`src/rtl/ula_pkg.sv`:
```
// ula_pkg - shared types for the multi-cycle ALU.
//   ula_op_t    : 4-bit op codes (3-bit legacy ULA codes plus shifts, MUL, DIVU)
//   ula_state_t : control FSM states
//   is_iterative: true for ops that take the WIDTH-step iterative path
package ula_pkg;

  typedef enum logic [3:0] {
    OP_AND  = 4'd0,
    OP_OR   = 4'd1,
    OP_ADD  = 4'd2,
    OP_NOR  = 4'd3,
    OP_SUB  = 4'd6,
    OP_SLT  = 4'd7,
    OP_SLL  = 4'd8,
    OP_SRL  = 4'd9,
    OP_SRA  = 4'd10,
    OP_MUL  = 4'd11,
    OP_DIVU = 4'd12
  } ula_op_t;

  typedef enum logic [1:0] {IDLE, EXEC, ITER, DONE} ula_state_t;

  function automatic logic is_iterative(input logic [3:0] op);
    return (op == OP_MUL) || (op == OP_DIVU);
  endfunction

endpackage

```
`src/rtl/ula_multiciclo_if.sv`:
```
// ula_multiciclo_if - request/result bundle between the datapath control and the ALU.
//   master: drives start, ULAControl, ScrA, ScrB; receives results, flags, busy, done
//   slave : the ALU side
interface ula_multiciclo_if #(parameter int WIDTH = 8);

  logic             start;
  logic [3:0]       ULAControl;
  logic [WIDTH-1:0] ScrA;
  logic [WIDTH-1:0] ScrB;
  logic [WIDTH-1:0] ULAResult;
  logic [WIDTH-1:0] ULAHi;
  logic             Z;
  logic             C;
  logic             V;
  logic             busy;
  logic             done;

  modport master (
    output start, ULAControl, ScrA, ScrB,
    input  ULAResult, ULAHi, Z, C, V, busy, done
  );

  modport slave (
    input  start, ULAControl, ScrA, ScrB,
    output ULAResult, ULAHi, Z, C, V, busy, done
  );

endinterface

```
`src/rtl/ula_core.sv`:
```
// ula_core - combinational single-cycle ALU operations and ADD/SUB flags.
//   i_op     : op code (MUL/DIVU and unused codes give result 0)
//   i_a, i_b : latched operands; shift amount is the low log2(WIDTH) bits of i_b
//   o_result : operation result, mod 2^WIDTH
//   o_c      : ADD carry-out, SUB no-borrow; 0 otherwise
//   o_v      : ADD/SUB signed overflow; 0 otherwise
module ula_core
  import ula_pkg::*;
#(
  parameter int WIDTH = 8
) (
  input  logic [3:0]       i_op,
  input  logic [WIDTH-1:0] i_a,
  input  logic [WIDTH-1:0] i_b,
  output logic [WIDTH-1:0] o_result,
  output logic             o_c,
  output logic             o_v
);

  localparam int SW = $clog2(WIDTH);

  logic [SW-1:0] w_sh;
  logic [WIDTH:0] w_add;
  logic [WIDTH:0] w_sub;

  always_comb begin
    w_sh  = i_b[SW-1:0];
    w_add = {1'b0, i_a} + {1'b0, i_b};
    // Carry out of A + ~B + 1 is the unsigned A >= B indication.
    w_sub = {1'b0, i_a} + {1'b0, ~i_b} + {{WIDTH{1'b0}}, 1'b1};
    o_result = '0;
    o_c      = 1'b0;
    o_v      = 1'b0;
    case (i_op)
      OP_AND: o_result = i_a & i_b;
      OP_OR:  o_result = i_a | i_b;
      OP_NOR: o_result = ~(i_a | i_b);
      OP_ADD: begin
        o_result = w_add[WIDTH-1:0];
        o_c      = w_add[WIDTH];
        o_v      = (i_a[WIDTH-1] == i_b[WIDTH-1]) && (w_add[WIDTH-1] != i_a[WIDTH-1]);
      end
      OP_SUB: begin
        o_result = w_sub[WIDTH-1:0];
        o_c      = w_sub[WIDTH];
        o_v      = (i_a[WIDTH-1] != i_b[WIDTH-1]) && (w_sub[WIDTH-1] != i_a[WIDTH-1]);
      end
      OP_SLT: o_result = {{(WIDTH-1){1'b0}}, (i_a < i_b)};
      OP_SLL: o_result = i_a << w_sh;
      OP_SRL: o_result = i_a >> w_sh;
      OP_SRA: o_result = $unsigned($signed(i_a) >>> w_sh);
      default: o_result = '0;
    endcase
  end

endmodule

```
`src/rtl/ula_multiciclo.sv`:
```
// ula_multiciclo - multi-cycle ALU with start/busy/done handshake.
//   clk   : rising-edge clock
//   reset : synchronous, active-high; aborts any operation without a done pulse
//   bus   : ula_multiciclo_if slave (start/op/operands in; results, Z/C/V, busy, done out)
//
// state | meaning
// IDLE  | waiting for start; latches op and operands when it arrives
// EXEC  | registers result and flags (single-cycle ops, and MUL/DIVU after ITER)
// ITER  | one shift-add (MUL) or restoring shift-subtract (DIVU) step per cycle, WIDTH steps
// DONE  | done pulse; start ignored; returns to IDLE
module ula_multiciclo
  import ula_pkg::*;
#(
  parameter int WIDTH = 8
) (
  input logic             clk,
  input logic             reset,
  ula_multiciclo_if.slave bus
);

  localparam int CW = $clog2(WIDTH);
  localparam logic [CW-1:0] CNT_INIT = CW'(WIDTH - 1);

  ula_state_t       r_state;
  logic [3:0]       r_op;
  logic [WIDTH-1:0] r_a;
  logic [WIDTH-1:0] r_b;
  // MUL: r_hi = partial product high half, r_lo = multiplier shifting out / product low half.
  // DIVU: r_hi = partial remainder, r_lo = dividend shifting out / quotient shifting in.
  logic [WIDTH-1:0] r_hi;
  logic [WIDTH-1:0] r_lo;
  logic [CW-1:0]    r_cnt;

  logic [WIDTH-1:0] r_result;
  logic [WIDTH-1:0] r_hi_out;
  logic             r_z;
  logic             r_c;
  logic             r_v;
  logic             r_busy;
  logic             r_done;

  logic [WIDTH-1:0] w_core_res;
  logic             w_core_c;
  logic             w_core_v;
  logic [WIDTH:0]   w_mul_sum;
  logic [WIDTH:0]   w_div_shift;
  logic [WIDTH-1:0] w_div_diff;
  logic             w_div_ge;
  logic [WIDTH-1:0] w_res;
  logic [WIDTH-1:0] w_hi;
  logic             w_c;
  logic             w_v;

  ula_core #(.WIDTH(WIDTH)) u_core (
    .i_op     (r_op),
    .i_a      (r_a),
    .i_b      (r_b),
    .o_result (w_core_res),
    .o_c      (w_core_c),
    .o_v      (w_core_v)
  );

  always_comb begin
    w_mul_sum   = {1'b0, r_hi} + (r_lo[0] ? {1'b0, r_a} : {(WIDTH+1){1'b0}});
    w_div_shift = {r_hi, r_lo[WIDTH-1]};
    w_div_ge    = (w_div_shift >= {1'b0, r_b});
    // When w_div_ge holds the difference is below r_b, so WIDTH bits suffice.
    // Divide by zero falls out naturally: every step subtracts 0, giving all-ones / A.
    w_div_diff  = w_div_shift[WIDTH-1:0] - r_b;

    w_res = w_core_res;
    w_hi  = '0;
    w_c   = w_core_c;
    w_v   = w_core_v;
    if (is_iterative(r_op)) begin
      w_res = r_lo;
      w_hi  = r_hi;
      w_c   = 1'b0;
      w_v   = 1'b0;
    end
  end

  always_ff @(posedge clk) begin
    if (reset) begin
      r_state  <= IDLE;
      r_op     <= '0;
      r_a      <= '0;
      r_b      <= '0;
      r_hi     <= '0;
      r_lo     <= '0;
      r_cnt    <= '0;
      r_result <= '0;
      r_hi_out <= '0;
      r_z      <= 1'b0;
      r_c      <= 1'b0;
      r_v      <= 1'b0;
      r_busy   <= 1'b0;
      r_done   <= 1'b0;
    end else begin
      case (r_state)
        IDLE: begin
          r_done <= 1'b0;
          if (bus.start) begin
            r_op    <= bus.ULAControl;
            r_a     <= bus.ScrA;
            r_b     <= bus.ScrB;
            r_hi    <= '0;
            r_lo    <= (bus.ULAControl == OP_MUL) ? bus.ScrB : bus.ScrA;
            r_cnt   <= CNT_INIT;
            r_busy  <= 1'b1;
            r_state <= is_iterative(bus.ULAControl) ? ITER : EXEC;
          end
        end
        ITER: begin
          if (r_op == OP_MUL) begin
            r_hi <= w_mul_sum[WIDTH:1];
            r_lo <= {w_mul_sum[0], r_lo[WIDTH-1:1]};
          end else begin
            r_hi <= w_div_ge ? w_div_diff : w_div_shift[WIDTH-1:0];
            r_lo <= {r_lo[WIDTH-2:0], w_div_ge};
          end
          if (r_cnt == '0) begin
            r_state <= EXEC;
          end else begin
            r_cnt <= r_cnt - 1'b1;
          end
        end
        EXEC: begin
          r_result <= w_res;
          r_hi_out <= w_hi;
          r_z      <= (w_res == '0);
          r_c      <= w_c;
          r_v      <= w_v;
          r_busy   <= 1'b0;
          r_done   <= 1'b1;
          r_state  <= DONE;
        end
        DONE: begin
          r_done  <= 1'b0;
          r_state <= IDLE;
        end
        default: r_state <= IDLE;
      endcase
    end
  end

  assign bus.ULAResult = r_result;
  assign bus.ULAHi     = r_hi_out;
  assign bus.Z         = r_z;
  assign bus.C         = r_c;
  assign bus.V         = r_v;
  assign bus.busy      = r_busy;
  assign bus.done      = r_done;

endmodule

```
`src/flat_wrapper.sv`:
```
// flat-port wrapper written by rule: the top's interface ports become plain ports
module ula_multiciclo_flat import ula_pkg::*;
#(
  parameter int WIDTH = 8
)
  (clk, reset, bus_start, bus_ULAControl, bus_ScrA, bus_ScrB, bus_ULAResult, bus_ULAHi, bus_Z, bus_C, bus_V, bus_busy, bus_done);
  ula_multiciclo_if #(.WIDTH(WIDTH)) bus_i ();
  input logic clk;
  input logic reset;
  input wire logic [$bits(bus_i.start)-1:0] bus_start;
  input wire logic [$bits(bus_i.ULAControl)-1:0] bus_ULAControl;
  input wire logic [$bits(bus_i.ScrA)-1:0] bus_ScrA;
  input wire logic [$bits(bus_i.ScrB)-1:0] bus_ScrB;
  output wire logic [$bits(bus_i.ULAResult)-1:0] bus_ULAResult;
  output wire logic [$bits(bus_i.ULAHi)-1:0] bus_ULAHi;
  output wire logic [$bits(bus_i.Z)-1:0] bus_Z;
  output wire logic [$bits(bus_i.C)-1:0] bus_C;
  output wire logic [$bits(bus_i.V)-1:0] bus_V;
  output wire logic [$bits(bus_i.busy)-1:0] bus_busy;
  output wire logic [$bits(bus_i.done)-1:0] bus_done;
  assign bus_i.start = bus_start;
  assign bus_i.ULAControl = bus_ULAControl;
  assign bus_i.ScrA = bus_ScrA;
  assign bus_i.ScrB = bus_ScrB;
  assign bus_ULAResult = bus_i.ULAResult;
  assign bus_ULAHi = bus_i.ULAHi;
  assign bus_Z = bus_i.Z;
  assign bus_C = bus_i.C;
  assign bus_V = bus_i.V;
  assign bus_busy = bus_i.busy;
  assign bus_done = bus_i.done;
  ula_multiciclo #(.WIDTH(WIDTH)) u_core (.clk(clk), .reset(reset), .bus(bus_i));
endmodule
```
`config.mk`:
```
export PLATFORM = sky130hd
export DESIGN_NAME = ula_multiciclo_flat
export DESIGN_NICKNAME = d
export VERILOG_FILES = /design/src/rtl/ula_pkg.sv /design/src/rtl/ula_multiciclo_if.sv /design/src/rtl/ula_core.sv /design/src/rtl/ula_multiciclo.sv /design/src/flat_wrapper.sv
export SDC_FILE = /design/constraint.sdc
export NUM_CORES = 1
export LEC_CHECK = 0
export CAP_MARGIN = 20
export CORE_AREA = 3 3 109 111
export CTS_CLUSTER_DIAMETER = 30
export DETAILED_ROUTE_END_ITERATION = 7
export DIE_AREA = 0 0 112 114
export PLACE_DENSITY_LB_ADDON = 0.3
export RECOVER_POWER = 25
export SYNTH_ARGS = -nofsm -noshare
export SYNTH_HDL_FRONTEND = slang
export SYNTH_HIERARCHICAL = 1
export SYNTH_SLANG_ARGS = --single-unit
export TNS_END_PERCENT = 100
```
`constraint.sdc`:
```
create_clock -name clk -period 4.17 [get_ports clk]
set_input_delay 1.251 -clock clk [delete_from_list [all_inputs] [get_ports clk]]
set_output_delay 1.251 -clock clk [all_outputs]
set_load 0.01 [all_outputs]
```
==> qor.csv <==
metric,value,unit
"Power, Total",3.28,mW
Routed Wire Length,16800,µm
dpl ws,0.916,ns
R2R Setup Slk,0.85,ns
maximum clock frequency,301,MHz
"Hold-fix buffers, CTS",0,
Startpoint Class,register,
setup bufs post-CTS,0,
P&R area growth vs syn,13.1,%
Max clock buf depth,2,
end point of the critical path,u_core/bus.Z$_SDFFE_PP0P_,
post-synthesis sequential area ratio,0.227,
"commonest non-fill, non-tap cell in the layout",nand2_1,
Worst Tran Pin Value,1.25,ns
Remaining DRCs,0,
# resized after CTS,0,
Worst R2R Path Depth,10,
Critical Path End Type,register,
most frequent cells in the layout,"nand2_1, a21oi_1, dfxtp_1",
gr usage total,0.261,
synthesis-stage register bit count,62,
CP Class,reg -> reg,
total power divided by cell area,530,mW/mm²
fin crit period,3.32,ns
Async SR Flop Fraction,0,
mapped cell area,0.00547,mm²
Final Hold Fails,0,
dpl cell area,0.00598,mm²
final worst-path cycle share,0.796,
clock root buffer,clkbuf_8,
Clock Latency Late Sink,0.35,ns
accumulated negative setup slack,0,ns
Crit-path slowest cell,dfxtp_1,
DRT Pass-1 Iters,5,
Worst R2R Start,u_core/r_b[2]$_SDFFE_PP0P_,
die area,0.0128,mm²
die boundary width,112,µm
"Clk pin slew, worst setup/hold paths",0.08,ns
Max Cap Viol,0,
core area,0.0109,mm²
vias,5523,
Final WS setup,0.849,ns
fin area,0.00618,mm²
CP required,4.43,ns
RD Place Congestion,0.963,
Critical Path AT,3.58,ns
CTS H-Tree Depth,3,
Worst Path Max Fanout,14,
VDD IR-drop max,0.450,mV
Std-Cell Rows,38,
RSZ-0062 raised after global routing,no,
Crit path top cell by count,nor4_1,
status,"complete, no violations",
input/output buffers,43,
count of different cell masters after synthesis,79,
TritonCTS Sinks,62,
CTS tree,done,
vias per std cell,6.20,
worst-path cell chain,clkinv_1 -> ha_1 -> o21ba_2 -> nor4_1 -> nor3_1 -> mux2i_1 -> o2111ai_1 -> nor4_1 -> nand3b_1 -> a311oi_1,
final setup vio count,0,
GR Overflow Total,0,
largest net degree at the start of global routing,51,
WP depth,10,
Slew HR,0.160,
Post-synth EDFFs,0,
Yosys Warn Count,6,
Post-DP HPWL,12600,µm
Starting DRT DRC Count,447,
CP Buf/Inv Count,1,
Reg area,0.00124,mm²
vias in the first global route,5230,
Hold WC Path Type,reg -> reg,
ant diodes,0,
syn avg cell area,7.59,µm²
Initial Util,0.502,
Post-Syn Instances,720,
initial antenna violation count,0,
Nets,822,
Num CTS Buffers,9,
Die H,114,µm
"Primary FF master, synth",dfxtp_1,
skew final,0.0115,ns
filler cell count,1039,
net count of the mapped netlist,796,
CP peak stage delay,0.63,ns
crit path from,u_core/r_b[2]$_SDFFE_PP0P_,
fin. max-slew vios,0,
first-pass GRT wire length,26900,µm
layout cell share with drive strength beyond 1,0.0772,
Leak,2.31,nW
r2r endpoint,u_core/bus.Z$_SDFFE_PP0P_,
I/O pins,44,
multi-input combinational cell area,0.00386,mm²
largest delay contributor family on the critical path,simple AND/OR/NAND/NOR gates,
Routed Antenna Nets,0,
detailed-route wire length per cell,18.8,µm
==> cell families after synthesis <==
group / after synthesis / share of synthesized area
AND/OR/NAND/NOR: 249 / 0.218
AO/OA/AOI/OAI: 217 / 0.257
buffers and inverters: 88 / 0.0654
flip-flops: 62 / 0.227
adder cells (fa/ha/maj): 53 / 0.127
multiplexers: 41 / 0.0897
XOR/XNOR: 10 / 0.0160
==> metal layers <==
metal | track usage | vias up | part of all wire
li1 | - | 2634 | -
met2 | 0.401 | 246 | 0.42
met3 | 0.0504 | 42 | 0.082
met4 | 0.107 | 0 | 0.039
met1 | 0.361 | 2601 | 0.46
met5 | 0 | - | 0
==> cells in the mapped netlist (all sizes together), types with 4 or more instances <==
master / count / area share
fa: 4 / 0.015
nor2: 49 / 0.034
mux4: 6 / 0.025
o21bai: 4 / 0.0055
a21oi: 75 / 0.069
nor3: 13 / 0.013
inv: 46 / 0.032
a22oi: 7 / 0.0096
ha: 49 / 0.11
o31ai: 4 / 0.0055
nand3b: 5 / 0.0069
nand3: 29 / 0.028
a211oi: 21 / 0.031
clkbuf: 25 / 0.017
buf: 15 / 0.015
mux2: 4 / 0.0082
nand2: 100 / 0.069
xnor2: 9 / 0.014
o21ai: 52 / 0.051
o211ai: 4 / 0.0064
or3: 5 / 0.0059
nor4: 8 / 0.0092
a31oi: 6 / 0.0069
mux2i: 31 / 0.057
nor2b: 8 / 0.010
o21a: 4 / 0.0055
a21o: 4 / 0.0055
nand2b: 5 / 0.0057
and2: 12 / 0.014
dfxtp: 62 / 0.23
==> power breakdown <==
part           internal (mW)  switching, mW
Sequential             0.724          0.203
Combinational          0.735           1.06
Clock                  0.295          0.258
==> worst reg2reg max path, stage by stage, from the launching register on <==
cell and delay, ns:
dfxtp_1 0.63, clkinv_1 0.41, ha_1 0.53, o21ba_2 0.17
nor4_1 0.05, nor3_1 0.34, mux2i_1 0.24, o2111ai_1 0.16
nor4_1 0.31, nand3b_1 0.12, a311oi_1 0.28
==> cell type report <==
class / count / share of cell area
Multi-Input combinational cell: 570 / 0.625
Inverter: 48 / 0.0291
Tap cell: 140 / 0.0283
Clock buffer: 10 / 0.0223
Clock inverter: 6 / 0.0111
Sequential cell: 62 / 0.201
Timing Repair Buffer: 55 / 0.0832
==> through the flow <==
stage,util,cells,hold WS (ns)
2_1_floorplan,-,720,0.449
3_5_place_dp,0.549,875,0.452
4_1_cts,0.568,891,0.462
6_report,0.568,891,0.460
5_1_grt,0.568,891,0.500
3_3_place_gp,0.549,875,0.453
==> worst min path at each step <==
stage | start | to | slack (ns) | cells past startpoint
detailed placement | u_core/bus.ULAHi[0]$_SDFFE_PP0P_ | u_core/bus.ULAHi[0]$_SDFFE_PP0P_ | 0.45 | 2
finish | u_core/bus.ULAHi[0]$_SDFFE_PP0P_ | u_core/bus.ULAHi[0]$_SDFFE_PP0P_ | 0.46 | 2
global placement | u_core/bus.ULAHi[4]$_SDFFE_PP0P_ | u_core/bus.ULAHi[4]$_SDFFE_PP0P_ | 0.45 | 2
floorplan | u_core/r_state[0]$_SDFFE_PP0P_ | u_core/r_state[0]$_SDFFE_PP0P_ | 0.45 | 2
global route | u_core/bus.ULAHi[0]$_SDFFE_PP0P_ | u_core/bus.ULAHi[0]$_SDFFE_PP0P_ | 0.50 | 2
CTS | u_core/bus.ULAHi[0]$_SDFFE_PP0P_ | u_core/bus.ULAHi[0]$_SDFFE_PP0P_ | 0.46 | 2
==> sequential cells by signal, summed over array words and instances, names as in the netlist <==
signal                count
u_core/r_lo               8
u_core/r_b                8
u_core/bus.busy           1
u_core/r_op               4
u_core/bus.C              1
u_core/bus.ULAResult      8
u_core/r_cnt              3
u_core/r_hi               8
u_core/bus.V              1
u_core/bus.Z              1
u_core/bus.ULAHi          8
u_core/bus.done           1
u_core/r_a                8
u_core/r_state            2
Power figures use the tool's default switching activity.
